<file path="src/rtl/dm_pkg.sv">
// Shared definitions for the data-memory arbiter: grant state encoding and default widths.
`default_nettype none

package dm_pkg;

  typedef enum logic [1:0] {
    IDLE = 2'b00,
    G0   = 2'b01,
    G1   = 2'b10
  } state_t;

  localparam int DM_AW = 10;
  localparam int DM_DW = 32;

endpackage : dm_pkg

`default_nettype wire

</file>
<file path="src/rtl/rr_arb2.sv">
// Two-way round-robin grant state machine with a burst cap that only bites under contention.
`default_nettype none

module rr_arb2
  import dm_pkg::*;
#(
  parameter int MAX_BURST = 4
) (
  input  logic   clk,
  input  logic   rst,
  input  logic   req0,
  input  logic   req1,
  output state_t state
);

  localparam int BW = (MAX_BURST > 1) ? $clog2(MAX_BURST) : 1;
  localparam logic [BW-1:0] BCAP = BW'(MAX_BURST - 1);

  state_t        state_nxt;
  logic          last;
  logic          last_nxt;
  logic [BW-1:0] bcnt;
  logic [BW-1:0] bcnt_nxt;

  always_ff @(posedge clk or posedge rst) begin
    if (rst) begin
      state <= IDLE;
      last  <= 1'b1;
      bcnt  <= '0;
    end else begin
      state <= state_nxt;
      last  <= last_nxt;
      bcnt  <= bcnt_nxt;
    end
  end

  always_comb begin
    state_nxt = IDLE;
    last_nxt  = last;
    bcnt_nxt  = bcnt;

    if (req0 && req1) begin
      case (state)
        G0:      state_nxt = (bcnt < BCAP) ? G0 : G1;
        G1:      state_nxt = (bcnt < BCAP) ? G1 : G0;
        default: state_nxt = last ? G0 : G1;
      endcase
    end else if (req0) begin
      state_nxt = G0;
    end else if (req1) begin
      state_nxt = G1;
    end

    // last records the owner on every fresh entry so an IDLE tie goes to the other master
    if (state_nxt != IDLE) begin
      if (state_nxt == state) begin
        if (bcnt < BCAP) bcnt_nxt = bcnt + 1'b1;
      end else begin
        bcnt_nxt = '0;
        last_nxt = (state_nxt == G1);
      end
    end
  end

endmodule : rr_arb2

`default_nettype wire

</file>
<file path="src/rtl/dm_arbiter.sv">
// Arbitrates the single-port data memory between the CPU port (M0) and the DMA/debug loader (M1).
`default_nettype none

module dm_arbiter
  import dm_pkg::*;
#(
  parameter int AW        = DM_AW,
  parameter int DW        = DM_DW,
  parameter int MAX_BURST = 4
) (
  input  logic          clk,
  input  logic          rst,
  input  logic          m0_req,
  input  logic          m0_we,
  input  logic [AW-1:0] m0_addr,
  input  logic [DW-1:0] m0_wdata,
  output logic          m0_ack,
  output logic [DW-1:0] m0_rdata,
  input  logic          m1_req,
  input  logic          m1_we,
  input  logic [AW-1:0] m1_addr,
  input  logic [DW-1:0] m1_wdata,
  output logic          m1_ack,
  output logic [DW-1:0] m1_rdata,
  output logic [AW-1:0] mem_addr,
  output logic [DW-1:0] mem_din,
  output logic          mem_we,
  input  logic [DW-1:0] mem_dout
);

  state_t state;

  rr_arb2 #(
    .MAX_BURST(MAX_BURST)
  ) u_rr_arb2 (
    .clk  (clk),
    .rst  (rst),
    .req0 (m0_req),
    .req1 (m1_req),
    .state(state)
  );

  // Outputs decode straight from the state register so an async reset drops mem_we at once
  assign m0_ack = (state == G0);
  assign m1_ack = (state == G1);

  always_comb begin
    mem_addr = '0;
    mem_din  = '0;
    mem_we   = 1'b0;
    case (state)
      G0: begin
        mem_addr = m0_addr;
        mem_din  = m0_wdata;
        mem_we   = m0_we;
      end
      G1: begin
        mem_addr = m1_addr;
        mem_din  = m1_wdata;
        mem_we   = m1_we;
      end
      default: ;
    endcase
  end

  assign m0_rdata = mem_dout;
  assign m1_rdata = mem_dout;

endmodule : dm_arbiter

`default_nettype wire

</file>
<file path="config.mk">
export PLATFORM = sky130hd
export DESIGN_NAME = dm_arbiter
export DESIGN_NICKNAME = d
export VERILOG_FILES = /design/src/rtl/dm_pkg.sv /design/src/rtl/rr_arb2.sv /design/src/rtl/dm_arbiter.sv
export SDC_FILE = /design/constraint.sdc
export NUM_CORES = 1
export LEC_CHECK = 0
export BUFFER_PORTS_ARGS = -buffer_cell sky130_fd_sc_hd__buf_2
export CORE_AREA = 2 2 88 90
export DETAILED_ROUTE_END_ITERATION = 8
export DIE_AREA = 0 0 90 92
export PLACE_DENSITY = 0.59
export SLEW_MARGIN = 20
export SYNTH_ARGS = -nofsm -noshare
export SYNTH_HDL_FRONTEND = slang
export SYNTH_SLANG_ARGS = --single-unit
</file>
<file path="constraint.sdc">
create_clock -name clk -period 2.6 [get_ports clk]
set_input_delay 0.39 -clock clk [delete_from_list [all_inputs] [get_ports clk]]
set_output_delay 0.39 -clock clk [all_outputs]
set_load 0.01 [all_outputs]
</file>
==> impl_metrics.env <==
export IMPL_clkTransAtPathRegs_ps=40
export IMPL_synth_distinct_cells=33
export IMPL_worstMarginPinSlew_ps=423
export IMPL_viasPerCell=4.39
export IMPL_htree_levels=1
export IMPL_die_w_um=90
export IMPL_grt_usage=0.120
export IMPL_period_share=0.852
export IMPL_crit_path_end_kind="primary output"
export IMPL_start_util=0.204
export IMPL_synthToLayoutAreaGrowth_pct=22.1
export IMPL_first_global_vias=1570
export IMPL_slew_headroom=0.718
export IMPL_use_met3=0.0419
export IMPL_arrival_ps=1830
export IMPL_setup_viol=0
export IMPL_start_kind="flip-flop"
export IMPL_synth_top_area_share=0.316
export IMPL_synthTopCellsByArea="buf_4 32%, a22oi_1 21%, nor2_1 11%"
export IMPL_rsz0062_at_grt="no"
export IMPL_status="complete, no violations"
export IMPL_final_max_slew_viol_count=0
export IMPL_busiest_layer="met2"
export IMPL_avgSynthCellArea_um2=7.03
export IMPL_cts_hold_buf=0
export IMPL_grt_max_degree=44
export IMPL_power_mw=1.16
export IMPL_power_density_mw_per_mm2=626
export IMPL_synth_edf_count=0
export IMPL_fin_crit_ps=2220
export IMPL_hold_violations=0
export IMPL_hp_class="input pin to async pin"
export IMPL_cts_tree="built"
export IMPL_ctsLongestPathBuffers=2
export IMPL_use_met2=0.213
export IMPL_skew_ps=2.22
export IMPL_yosysMostFrequentCell="buf_4"
export IMPL_detail_route_first_pass_iterations=4
export IMPL_numCtsBuffers=3
export IMPL_grt_first_pass_wirelength_um=7910
export IMPL_p_leak_nw=1.01
export IMPL_gp_congestion=0.753
export IMPL_coreArea_mm2=0.00745
export IMPL_crit_fanout=43
export IMPL_ys_warn_count=0
export IMPL_drive_gt1_frac=0.546
export IMPL_p_clk_frac=0.125
export IMPL_switching_share=0.500
export IMPL_num_rows=32
export IMPL_worstPathRequired_ps=2210
export IMPL_die_area_mm2=0.00828
export IMPL_synth_cells=216
export IMPL_crit_type="flip-flop to primary output"
export IMPL_syn_cell_area_mm2=0.00152
export IMPL_grt_overflow=0
export IMPL_dpl_hpwl_um=4530
export IMPL_comb_power_share=0.749
export IMPL_synth_main_ff_cell="dfrtp_1"
export IMPL_post_cts_buffers=0
export IMPL_ir_drop_uv=276
export IMPL_seq_area_frac_synth=0.0832
export IMPL_wl_per_cell_um=14.3
export IMPL_hold_slack_ps=60.6
export IMPL_totalNegativeSetupSlack_ps=0
export IMPL_ant_nets=0
export IMPL_pre_cts_slack_ps=589
export IMPL_fin_util=0.249
export IMPL_ios=231
export IMPL_p_int_mw=0.580
export IMPL_drt_initial_drc_count=62
export IMPL_antenna_found_initial=0
export IMPL_max_freq_mhz=451
export IMPL_ys_async_sr_fraction=1.00
export IMPL_synth_fp_nets=343
export IMPL_ys_top_cells_by_count="64 x buf_4, 45 x nor2_1, 43 x a22oi_1, 13 x clkbuf_1, 6 x inv_1"
export IMPL_drc=0
export IMPL_clk_insertion_delay_late_ps=220
export IMPL_yosysTopAreaCell="buf_4"
export IMPL_setup_slack_ps=384
export IMPL_vias=1676
export IMPL_switchingPower_mw=0.581
export IMPL_root_buffer="clkbuf_8"
export IMPL_die_y_um=92
export IMPL_port_buffers=134
export IMPL_ys_seq_elements=5
export IMPL_drt_wl_total_um=5460
export IMPL_sequentialPowerShare=0.125
export IMPL_ctsResizeCount=0
export IMPL_grt_util_met1=0.128
export IMPL_antennaDiodeCount=0
export IMPL_cap_violations=0
export IMPL_numClockSinks=5
export IMPL_nets=408
-- critical path, cell delays in order, from the launching register on --
cell and delay, ps:
dfrtp_1 450, inv_1 110, ha_1 190, buf_4 380
a22oi_1 160, nor2_1 150, buf_2 150
-- power groups by stage --
| stage | clock [mW] | sequential [mW] | combinational (mW) |
|---|---|---|---|
| 6_report | 0.146 | 0.145 | 0.870 |
| 3_3_place_gp | 0 | 0.145 | 0.870 |
| 2_1_floorplan | 0 | 0.137 | 0.672 |
| 4_1_cts | 0.151 | 0.144 | 0.882 |
| 5_1_grt | 0.157 | 0.151 | 0.971 |
| 3_5_place_dp | 0 | 0.145 | 0.879 |
-- registers in the layout, indices dropped and copies added (netlist names) --
register and count:
u_rr_arb2.bcnt 2, u_rr_arb2.last 1, u_rr_arb2.state 2
-- per-stage QoR --
stage / instance area (um2) / std cells
6_report: 1850 / 382
5_1_grt: 1850 / 382
3_5_place_dp: 1810 / 378
3_3_place_gp: 1810 / 378
4_1_cts: 1850 / 382
2_1_floorplan: 1520 / 216
-- kinds of logic (layout without fill, tap and decap cells) --
group | Yosys count | count (layout) | synth area share
adder cells (fa/ha/maj) | 5 | 5 | 0.0412
flip-flops | 5 | 5 | 0.0832
AO/OA/AOI/OAI | 57 | 57 | 0.294
buffers and inverters | 85 | 149 | 0.374
multiplexers | 3 | 3 | 0.0264
AND/OR/NAND/NOR | 61 | 61 | 0.181
-- metal layers --
metal  share of wire  wire, um
met1            0.37      2000
met2            0.48      2640
met3            0.12       640
met4           0.032       177
met5               0         0
-- worst paths after layout --
kind                                      endpoint  depth (start not counted)  slack (ps)               start
max in group asynchronous           u_rr_arb2.last                          2        2300                 rst
worst min-delay path             u_rr_arb2.bcnt[1]                          2          60                 rst
min in group clk                u_rr_arb2.state[1]                          2         480              m0_req
worst max register to register   u_rr_arb2.bcnt[1]                          7         580  u_rr_arb2.state[1]
worst max-delay path                   mem_din[21]                          6         380  u_rr_arb2.state[0]
worst min register to register      u_rr_arb2.last                          1         510      u_rr_arb2.last
-- final cells by class --
cell class                 count  area, um2
multi-input combinational    126        825
sequential                     5        126
clock buffer                   4       45.0
timing repair buffer         139        708
inverter                       6       22.5
fill                         851       5590
tap                          102        128
-- cell usage in the layout, fill, tap and decap left out, types with 2 or more instances in the layout --
master and n:
nand3_1 3, buf_2 134, ha_1 5, a22oi_1 43, clkbuf_8 3, inv_1 6
nor2_1 45, mux2_4 2, o21ai_0 3, buf_4 5, a21oi_1 2, dfrtp_1 4
nand2_1 5
(Power assumes the default switching activity.)
